## src/rtl/servo_pkg.sv

```systemverilog
// Shared definitions for the servo PWM bank: frame phase encoding and a width helper.
package servo_pkg;

  typedef enum logic [1:0] {
    ST_HEAD  = 2'b00,
    ST_VALUE = 2'b01,
    ST_TAIL  = 2'b10
  } servo_state_e;

  // Bits needed to hold 0..v-1; never less than one.
  function automatic int clog2(input int v);
    int w;
    w = 1;
    for (int i = 1; i < 32; i++) begin
      if ((64'd1 << i) < 64'(v)) w = i + 1;
    end
    return w;
  endfunction

endpackage

```

## src/rtl/servo_tick_gen.sv

```systemverilog
// Prescaler: o_tick is high for one servoclk cycle out of every PRESCALE.
module servo_tick_gen
  import servo_pkg::*;
#(
  parameter int PRESCALE = 1
) (
  input  logic servoclk,
  input  logic rst,
  output logic o_tick
);

  localparam int PW = clog2(PRESCALE);

  logic [PW-1:0] r_pre;

  assign o_tick = (r_pre == PW'(PRESCALE - 1));

  always_ff @(posedge servoclk or posedge rst) begin
    if (rst)         r_pre <= '0;
    else if (o_tick) r_pre <= '0;
    else             r_pre <= r_pre + PW'(1);
  end

endmodule

```

## src/rtl/servo_pwm_bank.sv

```systemverilog
// Multi-channel servo pulse generator; staged values reach the outputs only at frame start.
// Build with SERVO_RAMP_EN defined to limit each shadow change to RAMP_STEP per frame.
module servo_pwm_bank
  import servo_pkg::*;
#(
  parameter int RESOLUTION = 8,
  parameter int CHANNELS   = 4,
  parameter int ADDR_WIDTH = 2,
  parameter int TAIL_LEN   = 4608,
  parameter int PRESCALE   = 1,
  parameter int RAMP_STEP  = 4
) (
  input  logic                  servoclk,
  input  logic                  rst,
  input  logic                  we,
  input  logic [ADDR_WIDTH-1:0] addr,
  input  logic [RESOLUTION-1:0] D,
  input  logic [CHANNELS-1:0]   ch_en,
  output logic [CHANNELS-1:0]   servo,
  output logic                  frame_start
);

  localparam int PHASE = 2 ** RESOLUTION;
  localparam int CW    = clog2((PHASE > TAIL_LEN) ? PHASE : TAIL_LEN);

  logic                w_tick;
  logic                w_frame_tick;
  logic                w_in_head;
  logic                w_in_value;
  servo_state_e        r_state;
  servo_state_e        w_state_nxt;
  logic [CW-1:0]       r_cnt;
  logic [CW-1:0]       w_cnt_nxt;
  logic [CHANNELS-1:0] r_en_q;
  logic [CHANNELS-1:0] r_servo;
  logic [CHANNELS-1:0] w_servo_nxt;
  logic                r_frame_start;

  servo_tick_gen #(.PRESCALE(PRESCALE)) u_tick (
    .servoclk (servoclk),
    .rst      (rst),
    .o_tick   (w_tick)
  );

  // Reset parks at the last TAIL count so the first tick opens a frame.
  always_ff @(posedge servoclk or posedge rst) begin
    if (rst) begin
      r_state <= ST_TAIL;
      r_cnt   <= CW'(TAIL_LEN - 1);
    end else begin
      r_state <= w_state_nxt;
      r_cnt   <= w_cnt_nxt;
    end
  end

  always_comb begin
    w_state_nxt  = r_state;
    w_cnt_nxt    = r_cnt;
    w_frame_tick = 1'b0;
    if (w_tick) begin
      w_cnt_nxt = r_cnt + CW'(1);
      case (r_state)
        ST_HEAD: if (r_cnt == CW'(PHASE - 1)) begin
          w_state_nxt = ST_VALUE;
          w_cnt_nxt   = '0;
        end
        ST_VALUE: if (r_cnt == CW'(PHASE - 1)) begin
          w_state_nxt = ST_TAIL;
          w_cnt_nxt   = '0;
        end
        ST_TAIL: if (r_cnt == CW'(TAIL_LEN - 1)) begin
          w_state_nxt  = ST_HEAD;
          w_cnt_nxt    = '0;
          w_frame_tick = 1'b1;
        end
        default: begin
          w_state_nxt = ST_TAIL;
          w_cnt_nxt   = CW'(TAIL_LEN - 1);
        end
      endcase
    end
  end

  always_comb begin
    w_in_head  = (r_state == ST_HEAD);
    w_in_value = (r_state == ST_VALUE);
  end

  for (genvar i = 0; i < CHANNELS; i++) begin : g_ch
    logic [RESOLUTION-1:0] r_staging;
    logic [RESOLUTION-1:0] r_shadow;
    logic [RESOLUTION-1:0] w_load;

`ifdef SERVO_RAMP_EN
    localparam logic [RESOLUTION:0] STEP = (RESOLUTION + 1)'(RAMP_STEP);
    logic [RESOLUTION:0] w_up;
    logic [RESOLUTION:0] w_dn;

    assign w_up = {1'b0, r_staging} - {1'b0, r_shadow};
    assign w_dn = {1'b0, r_shadow} - {1'b0, r_staging};

    // Step toward the target, landing exactly on it once within reach.
    always_comb begin
      w_load = r_staging;
      if ((r_staging > r_shadow) && (w_up > STEP))
        w_load = r_shadow + STEP[RESOLUTION-1:0];
      else if ((r_shadow > r_staging) && (w_dn > STEP))
        w_load = r_shadow - STEP[RESOLUTION-1:0];
    end
`else
    assign w_load = r_staging;
`endif

    // Shadow samples staging before this edge's write, so a same-cycle write waits a frame.
    always_ff @(posedge servoclk or posedge rst) begin
      if (rst) begin
        r_staging <= '0;
        r_shadow  <= '0;
      end else begin
        if (w_frame_tick) r_shadow <= w_load;
        if (we && (int'(addr) == i)) r_staging <= D;
      end
    end

    assign w_servo_nxt[i] = r_en_q[i] &
                            (w_in_head | (w_in_value & (r_cnt < CW'(r_shadow))));
  end

  always_ff @(posedge servoclk or posedge rst) begin
    if (rst) begin
      r_en_q        <= '0;
      r_servo       <= '0;
      r_frame_start <= 1'b0;
    end else begin
      if (w_frame_tick) r_en_q <= ch_en;
      r_servo       <= w_servo_nxt;
      r_frame_start <= w_frame_tick;
    end
  end

  assign servo       = r_servo;
  assign frame_start = r_frame_start;

endmodule

```

## config.mk

```make
export PLATFORM = sky130hd
export DESIGN_NAME = servo_pwm_bank
export DESIGN_NICKNAME = d
export VERILOG_FILES = /design/src/rtl/servo_pkg.sv /design/src/rtl/servo_tick_gen.sv /design/src/rtl/servo_pwm_bank.sv
export SDC_FILE = /design/constraint.sdc
export NUM_CORES = 1
export LEC_CHECK = 0
export ABC_AREA = 0
export CAP_MARGIN = 20
export CORE_AREA = 10 10 116 118
export CTS_BUF_LIST = sky130_fd_sc_hd__clkbuf_16
export CTS_CLUSTER_SIZE = 14
export DETAILED_ROUTE_END_ITERATION = 10
export DIE_AREA = 0 0 126 128
export GPL_TIMING_DRIVEN = 0
export PLACE_DENSITY = 0.62
export SYNTH_ARGS = -nofsm -noshare
export SYNTH_HDL_FRONTEND = slang
export SYNTH_SLANG_ARGS = --single-unit
```

## constraint.sdc

```tcl
create_clock -name servoclk -period 3 [get_ports servoclk]
set_input_delay 0.3 -clock servoclk [delete_from_list [all_inputs] [get_ports servoclk]]
set_output_delay 0.3 -clock servoclk [all_outputs]
set_load 0.02 [all_outputs]
```

Word-level counts from Yosys, hierarchy flattened
Index checks and enable logic that the tools add are counted.
{"block": "op_classes", "n_addsub": 2, "order_cmp": 4, "n_eq_ne": 10, "n_reduce_logical": 8, "n_bitwise": 13, "muxes": 11}
{"operator": "$lt A13 B8 Y1", "n": 4}
{"operator": "$mux W13", "n": 2}
{"operator": "$pmux W13 S2", "n": 1}
{"operator": "$add A13 B1 Y13 const B", "n": 1}
{"operator": "$eq A13 B13 Y1 const B", "n": 1}
{"operator": "$eq A13 B8 Y1 const B", "n": 1}
{"operator": "$and A1 B1 Y1", "n": 8}
{"operator": "$eq A2 B2 Y1 const B", "n": 3}
{"operator": "$mux W2", "n": 3}
{"operator": "$pmux W2 S3", "n": 1}
{"operator": "$eq A2 B1 Y1 const B", "n": 2}
{"operator": "$logic_and A1 B1 Y1", "n": 4}
{"operator": "$logic_not A2 Y1", "n": 2}
{"operator": "$mux W1", "n": 4}
{"operator": "$ne A2 B1 Y1 const B", "n": 2}
{"operator": "$or A1 B1 Y1", "n": 4}
{"operator": "$reduce_and A4 Y1", "n": 1}
{"operator": "$ne A2 B2 Y1 const B", "n": 1}
{"operator": "$reduce_or A2 Y1", "n": 1}
{"operator": "$add A1 B1 Y1 const B", "n": 1}
{"operator": "$not A1 Y1", "n": 1}
{"block": "totals", "inputBits": 17, "regBits": 89, "output_inout_bits": 5}

Depth between registers and ports, before layout
{"block": "logic_depth", "word_depth": 4, "ltp_mapped": 9, "ltp_nobuf": 6}

Hierarchy
From an unflattened synthesis, not the netlist that was laid out.
{"block": "unflattened", "cells_unflattened": 382, "area_unflattened_um2": 4342.9}
{"mod": "servo_pwm_bank", "n_inst": 1, "area_per_inst_um2": 4331.7, "cells_each": 380}
{"mod": "servo_tick_gen", "n_inst": 1, "area_per_inst_um2": 11.3, "cells_each": 2}

Worst setup path after synthesis
Ideal clock, no wire load.
{"block": "synth_timing", "path_kind": "reg-to-reg", "startpoint": "reg r_cnt[1]", "endpoint": "reg g_ch[0].r_shadow[2]", "path_buffers": 3, "t_required_ns": 2.875, "setup_slack_ns": 0.690, "arrival_ns": 2.185, "setup_time_ns": 0.125, "path_stages_with_launch": 10, "path_cell_list": "dfstp_2 -> ha_1 -> and3_1 -> buf_2 -> nand4_2 -> or3b_1 -> buf_6 -> inv_8 -> buf_12 -> mux2_4"}
{"block": "synth_via", "elab_chain_len": 4}
{"item": "from (decl)", "line_no": "servo_pwm_bank.sv:32", "source": "logic [CW-1:0] r_cnt;"}
{"item": "from (signal assigned)", "line_no": "servo_pwm_bank.sv:49", "source": "r_cnt <= CW'(TAIL_LEN - 1);"}
{"item": "from (signal assigned)", "line_no": "servo_pwm_bank.sv:52", "source": "r_cnt <= w_cnt_nxt;"}
{"item": "$eq A13 B13 Y1", "line_no": "servo_pwm_bank.sv:71", "source": "ST_TAIL: if (r_cnt == CW'(TAIL_LEN - 1)) begin"}
{"item": "$mux W1", "line_no": "servo_pwm_bank.sv:71"}
{"item": "$mux W1", "line_no": "servo_pwm_bank.sv:62", "source": "case (r_state)"}
{"item": "$mux W1", "line_no": "servo_pwm_bank.sv:60", "source": "if (w_tick) begin"}
{"item": "to (signal assigned)", "line_no": "servo_pwm_bank.sv:120", "source": "if (w_frame_tick) r_shadow <= w_load;"}
{"item": "to (decl)", "line_no": "servo_pwm_bank.sv:91", "source": "logic [RESOLUTION-1:0] r_shadow;"}
No other way between the ends.
A chain may end at the register's enable or synchronous reset.

Final worst setup path
{"block": "layout_timing", "startpoint": "reg r_cnt[1]", "endpoint": "reg g_ch[0].r_shadow[4]"}
Same word-level chain as after synthesis.

==> flow_summary.toml <==
[sta]
max_slew_margin = 0.491
post-route-period-util = 0.857
report.final.slew_viol_count = 0
finClkSkew_ps = 9.77
layout_min_cycle_time_ps = 2570
rsz0062_at_grt = "no"
hold_ws_ps = 374
tightest_slew_ps = 760
fmax_ghz = 0.389
hold_violations = 0
setup_viol = 0

[placed_design]
routabilityCongestion = 0.786
dpl.hpwl_um = 6360
place_area_mm2 = 0.00481
port_buffers = 21

[setup_path]
reg2reg_depth = 9
reg2reg_slack_ps = 430
required_ps = 3210
worstPathMaxFanout = 10
r2r-start = "r_cnt[1]$_DFF_PP1_"
path_class = "reg -> reg"
start_kind = "flop"
cp.arrival_ps = 2790
worstSetupEndpointType = "flop"
rr_endpoint = "g_ch[0].r_shadow[4]$_DFFE_PP0P_"

[pwr]
combPwrFrac = 0.054
switchingPower_w = 0.000562
power_frac_clock = 0.467
peakVddDrop_uv = 297
swShare = 0.205
powerDensity_mw_per_mm2 = 530
seqPwrFrac = 0.480
p_leak_nw = 2.25
p_int_w = 0.00217
power_w = 0.00273

[floorplanning]
io-pin-count = 22
fp.coreArea_mm2 = 0.0112
start_util = 0.392
fp.dieH_um = 128
design.die.area_mm2 = 0.0161
rows = 39
die_w_um = 126

[drt]
drt_iter0_drc = 119
ant_nets = 0
drt-pass1-iter-count = 4
wl_per_cell_um = 16.7
vias_per_cell = 5.03
finalWirelength_um = 8610
vias = 2589
remaining_drc_errors = 0

[cts]
numClockSinks = 88
root_buffer = "clkbuf_16"
clk_latency_ps = 340
cts_tree = "built"
htree_num_levels = 3
cts_resized = 0
clockBufferDepth = 2
cts_hold_buf = 0
cts_setup_buffers = 0
cts_buffers = 9
clk_pin_slew_worst_paths_ps = 70

[logic_synthesis]
synth_ff_type = "dfrtp_1"
ys_ff_latch = 88
syn_inst = 334
syn-num-nets = 380
ys_seq_area_frac = 0.503
async_flop_share = 1.00
synth_edf_count = 0
syn_area_mm2 = 0.00440
avgSynthCellArea_um2 = 13.2
ys_warn_count = 0
yosys.cell_types.count = 44

[global_route]
grt_pass1_vias = 2826
grt_pass1_wl_um = 14600
grt_overflow = 0
antenna_found_initial = 0
grtUsageTotal = 0.112
grt_max_degree = 46

[run]
cap_violations = 0

[cells_and_area]
insertedDiodeCount = 0
layout-drive-gt1-share = 0.298
fin_util = 0.460
final_common_cell = "dfrtp_1"
multi_input_area_mm2 = 0.00196
most-common-layout-cells = "dfrtp_1, mux2_2, inv_1"
fin_nets = 413
final_area_mm2 = 0.00516
area_growth_pct = 17.2
fillers = 1020
regArea_mm2 = 0.00222

[worst_hold_path]
min_path_type = "in -> async"

[run_status]
status = "finished, final reports clean"
## how the worst max path moves through the flow
stage | end | startpoint | slack [ps]
6_report | g_ch[0].r_shadow[4]$_DFFE_PP0P_ | r_cnt[1]$_DFF_PP1_ | 430
5_1_grt | r_en_q[1]$_DFFE_PP0P_ | r_cnt[1]$_DFF_PP1_ | 330
4_1_cts | r_en_q[1]$_DFFE_PP0P_ | r_cnt[1]$_DFF_PP1_ | 420
3_5_place_dp | r_en_q[2]$_DFFE_PP0P_ | r_cnt[1]$_DFF_PP1_ | 440
3_3_place_gp | g_ch[0].r_staging[6]$_DFFE_PP0P_ | rst | -860
2_1_floorplan | frame_start$_DFF_PP0_ | rst | 440
## sequential cells by signal, indices dropped and copies added, names as in the netlist
| signal | flops |
|---|---|
| g_ch.r_shadow | 32 |
| g_ch.r_staging | 32 |
| r_cnt | 13 |
| r_en_q | 4 |
| servo | 4 |
| r_state | 2 |
| frame_start | 1 |
## cell families after synthesis
family / after synthesis / synth area share
compound gates: 40 / 0.0617
fa+ha+maj: 29 / 0.0824
simple gates: 54 / 0.0782
xor+xnor: 12 / 0.0239
flops: 88 / 0.503
mux: 68 / 0.199
buf+inv: 43 / 0.0517
## cell usage after synthesis (all sizes together), types with 2 or more instances
library cell	instances	area, um2
a21oi	6	30.0
and4	2	20.0
o31ai	4	30.0
nand3	5	25.0
mux2	68	875
dfrtp	77	1930
nor2b	5	31.3
o211a	2	20.0
o211ai	2	15.0
o2111ai	2	17.5
nor2	9	33.8
nand3b	2	15.0
o21ai	14	70.1
dfstp	11	289
nand4	6	43.8
xnor2	4	35.0
xor2	8	70.1
and3	2	12.5
ha	29	363
nor3	4	20.0
buf	7	85.1
clkbuf	2	7.51
nand2b	6	37.5
a21o	4	30.0
a2111oi	4	35.0
nand2	2	7.51
inv	34	135
nor4	5	37.5
## area by class of cell
cell class	count	area share
Clock buffer	9	0.0437
Multi-Input combinational cell	203	0.380
Inverter	34	0.0267
Buffer	9	0.0180
Clock inverter	7	0.0230
Sequential cell	88	0.430
Timing Repair Buffer	22	0.0446
Tap cell	143	0.0347
## routing by layer
layer  vias up  share of wire  track usage
li1       1257              -            -
met1      1292           0.48        0.144
met2        33           0.48        0.177
met3         7          0.033       0.0281
met4         0          0.015       0.0435
met5         -              0            0
## per-stage QoR
step / TNS [ps] / instances / worst slack, ps
CTS: 0 / 515 / 416
finish: 0 / 515 / 429
floorplan: 0 / 334 / 440
global route: 0 / 515 / 325
global placement: -66240 / 498 / -862
detailed placement: 0 / 499 / 438
## worst max-delay path: stages (launching register included)
cell,delay [ps]
dfstp_2,620
ha_1,220
and3_1,160
buf_2,160
nand4_2,150
or3b_1,430
buf_6,170
inv_8,80
buf_12,160
mux2_4,300
## power groups by stage
stage,combinational (W),sequential [W],clock (W)
finish,0.000147,0.00131,0.00128
global placement,0.000141,0.00133,0
floorplan,0.000101,0.00132,0
CTS,0.000150,0.00131,0.00130
global route,0.000163,0.00132,0.00136
detailed placement,0.000150,0.00133,0
Power figures use the tool's default switching activity.
==> RTL change (same flow settings) <==
Re-encode `servo_state_e` (3 states) as one-hot, 3 bits wide.
--- a/src/rtl/servo_pkg.sv
+++ b/src/rtl/servo_pkg.sv
@@ -2,8 +2,8 @@
 package servo_pkg;
 
-  typedef enum logic [1:0] {
-    ST_HEAD  = 2'b00,
-    ST_VALUE = 2'b01,
-    ST_TAIL  = 2'b10
+  typedef enum logic [2:0] {
+    ST_HEAD  = 3'b001,
+    ST_VALUE = 3'b010,
+    ST_TAIL  = 3'b100
   } servo_state_e;
 
Behaviour: no difference found for any inputs over 10 cycles, from zero or initial values and one cycle with rst high; not proved beyond that.
==> RTL change against the original RTL <==
Sequential cell count increased by 1; combinational power up 54%; worst setup slack improved by 0.21 ns; wire length rose by 7.2%; cell area rose by 0.56%; sequential power up 4%; area after synthesis grew 1.8%; maximum frequency grew 8.9%; core utilization is 0.26 points higher; total power fell by 1.3%.
==> RTL change: results (changes against the original RTL) <==
Placed design
  – Post-DP HPWL: 6710 µm (was 6360 µm)
  – Placed Area: 4890 µm² (was 4810 µm²)
  – Placed Cells: 531 (was 499)

Synthesis
  – Mux cell area share after synthesis: 17.1% (was 19.9%)
  – Syn nets: 412 (was 380)
  – Gate Count Post-Synth: 366 (was 334)
  – Synth Area in Compound Gates: 9.80% (was 6.17%)
  – Adder-Cell Fraction of Synth Area: 8.10% (was 8.24%)
  – Top post-synthesis cells by area: dfrtp_1 44%, mux2_2 17%, ha_1 8.1%, dfstp_2 6.4%, inv_1 3.2% (was dfrtp_1 44%, mux2_2 10%, mux2_4 9.9%, ha_1 8.2%, dfstp_2 6.6%)
  – Sequential area share after synthesis: 50.0% (was 50.3%)

Final layout
  – Fillers: 1035 (was 1020)
  – Final-layout clock-cell area share: 5.65% (was 6.67%)
  – Seq area share: 43.2% (was 43.0%)
  – Buffering overhead: 6.06% (was 6.26%)
  – Num sequential: 89 (was 88)
  – # nets final: 445 (was 413)

Route
  – Total wire length: 9230 µm (was 8610 µm)
  – DRT iter0 DRCs: 118 (was 119)

STA
  – Worst-margin pin slew: 0.876 ns (was 0.760 ns)
  – Clk_skew: 0.00829 ns (was 0.00977 ns)
  – Hold Slack: 0.399 ns (was 0.374 ns)

Pwr
  – Peak VDD IR: 0.229 mV (was 0.297 mV)
  – Sequential power share: 50.3% (was 48.0%)
  – P_comb: 226 µW (was 147 µW)
  – P_leak: 2.22 nW (was 2.25 nW)

Run status
  – Status: finished, final reports clean (unchanged)

Setup path
  – Crit path DAT: 2.58 ns (was 2.79 ns)
  – Worst R2R End: g_ch[3].r_shadow[1] (was g_ch[0].r_shadow[4])
  – Worst R2R Path Depth: 7 (was 9)

Global routing
  – Global-route usage over all layers: 11.8% (was 11.2%)
  – First-pass GRT wire length: 15500 µm (was 14600 µm)
==> RTL change: changes by cell type in the layout (fill, tap and decap cells not counted), sizes merged, moves of 4 or more <==
cell,change
nor2b,-4
xor2,-7
a211oi,+4
nor3,+7
o31ai,-4
a31oi,+6
a21oi,+6
nand2,+7
o221ai,+7
==> RTL change: metrics by stage <==
| step | power, mW | setup WS (ns) | utilization, % | setup TNS (ns) |
|---|---|---|---|---|
| global route | 2.82 | 0.529 | 46.2 | 0 |
| global placement | 1.59 | -0.988 | 43.4 | -77.90 |
| CTS | 2.73 | 0.651 | 46.2 | 0 |
| finish | 2.70 | 0.639 | 46.2 | 0 |
| detailed placement | 1.61 | 0.672 | 43.6 | 0 |
| floorplan | 1.52 | 0.411 | - | 0 |
==> RTL change: worst max path at each step <==
| stage | from | end | cells after the start | slack [ns] |
|---|---|---|---|---|
| 6_report | r_cnt[1] | g_ch[3].r_shadow[1] | 7 | 0.64 |
| 5_1_grt | r_cnt[0] | g_ch[1].r_shadow[3] | 7 | 0.53 |
| 4_1_cts | r_cnt[1] | r_en_q[1] | 7 | 0.65 |
| 3_5_place_dp | r_cnt[1] | g_ch[0].r_shadow[0] | 7 | 0.67 |
| 3_3_place_gp | rst | g_ch[3].r_staging[5] | 2 | -0.99 |
| 2_1_floorplan | rst | frame_start | 1 | 0.41 |
==> RTL change: routing by layer <==
layer | vias to the layer above | track usage (%) | part of all wire (%)
li1 | 1385 | - | -
met1 | 1474 | 16.1 | 49
met2 | 48 | 18.0 | 46
met3 | 10 | 2.89 | 4.2
met4 | 0 | 3.62 | 1.2
met5 | - | 0 | 0
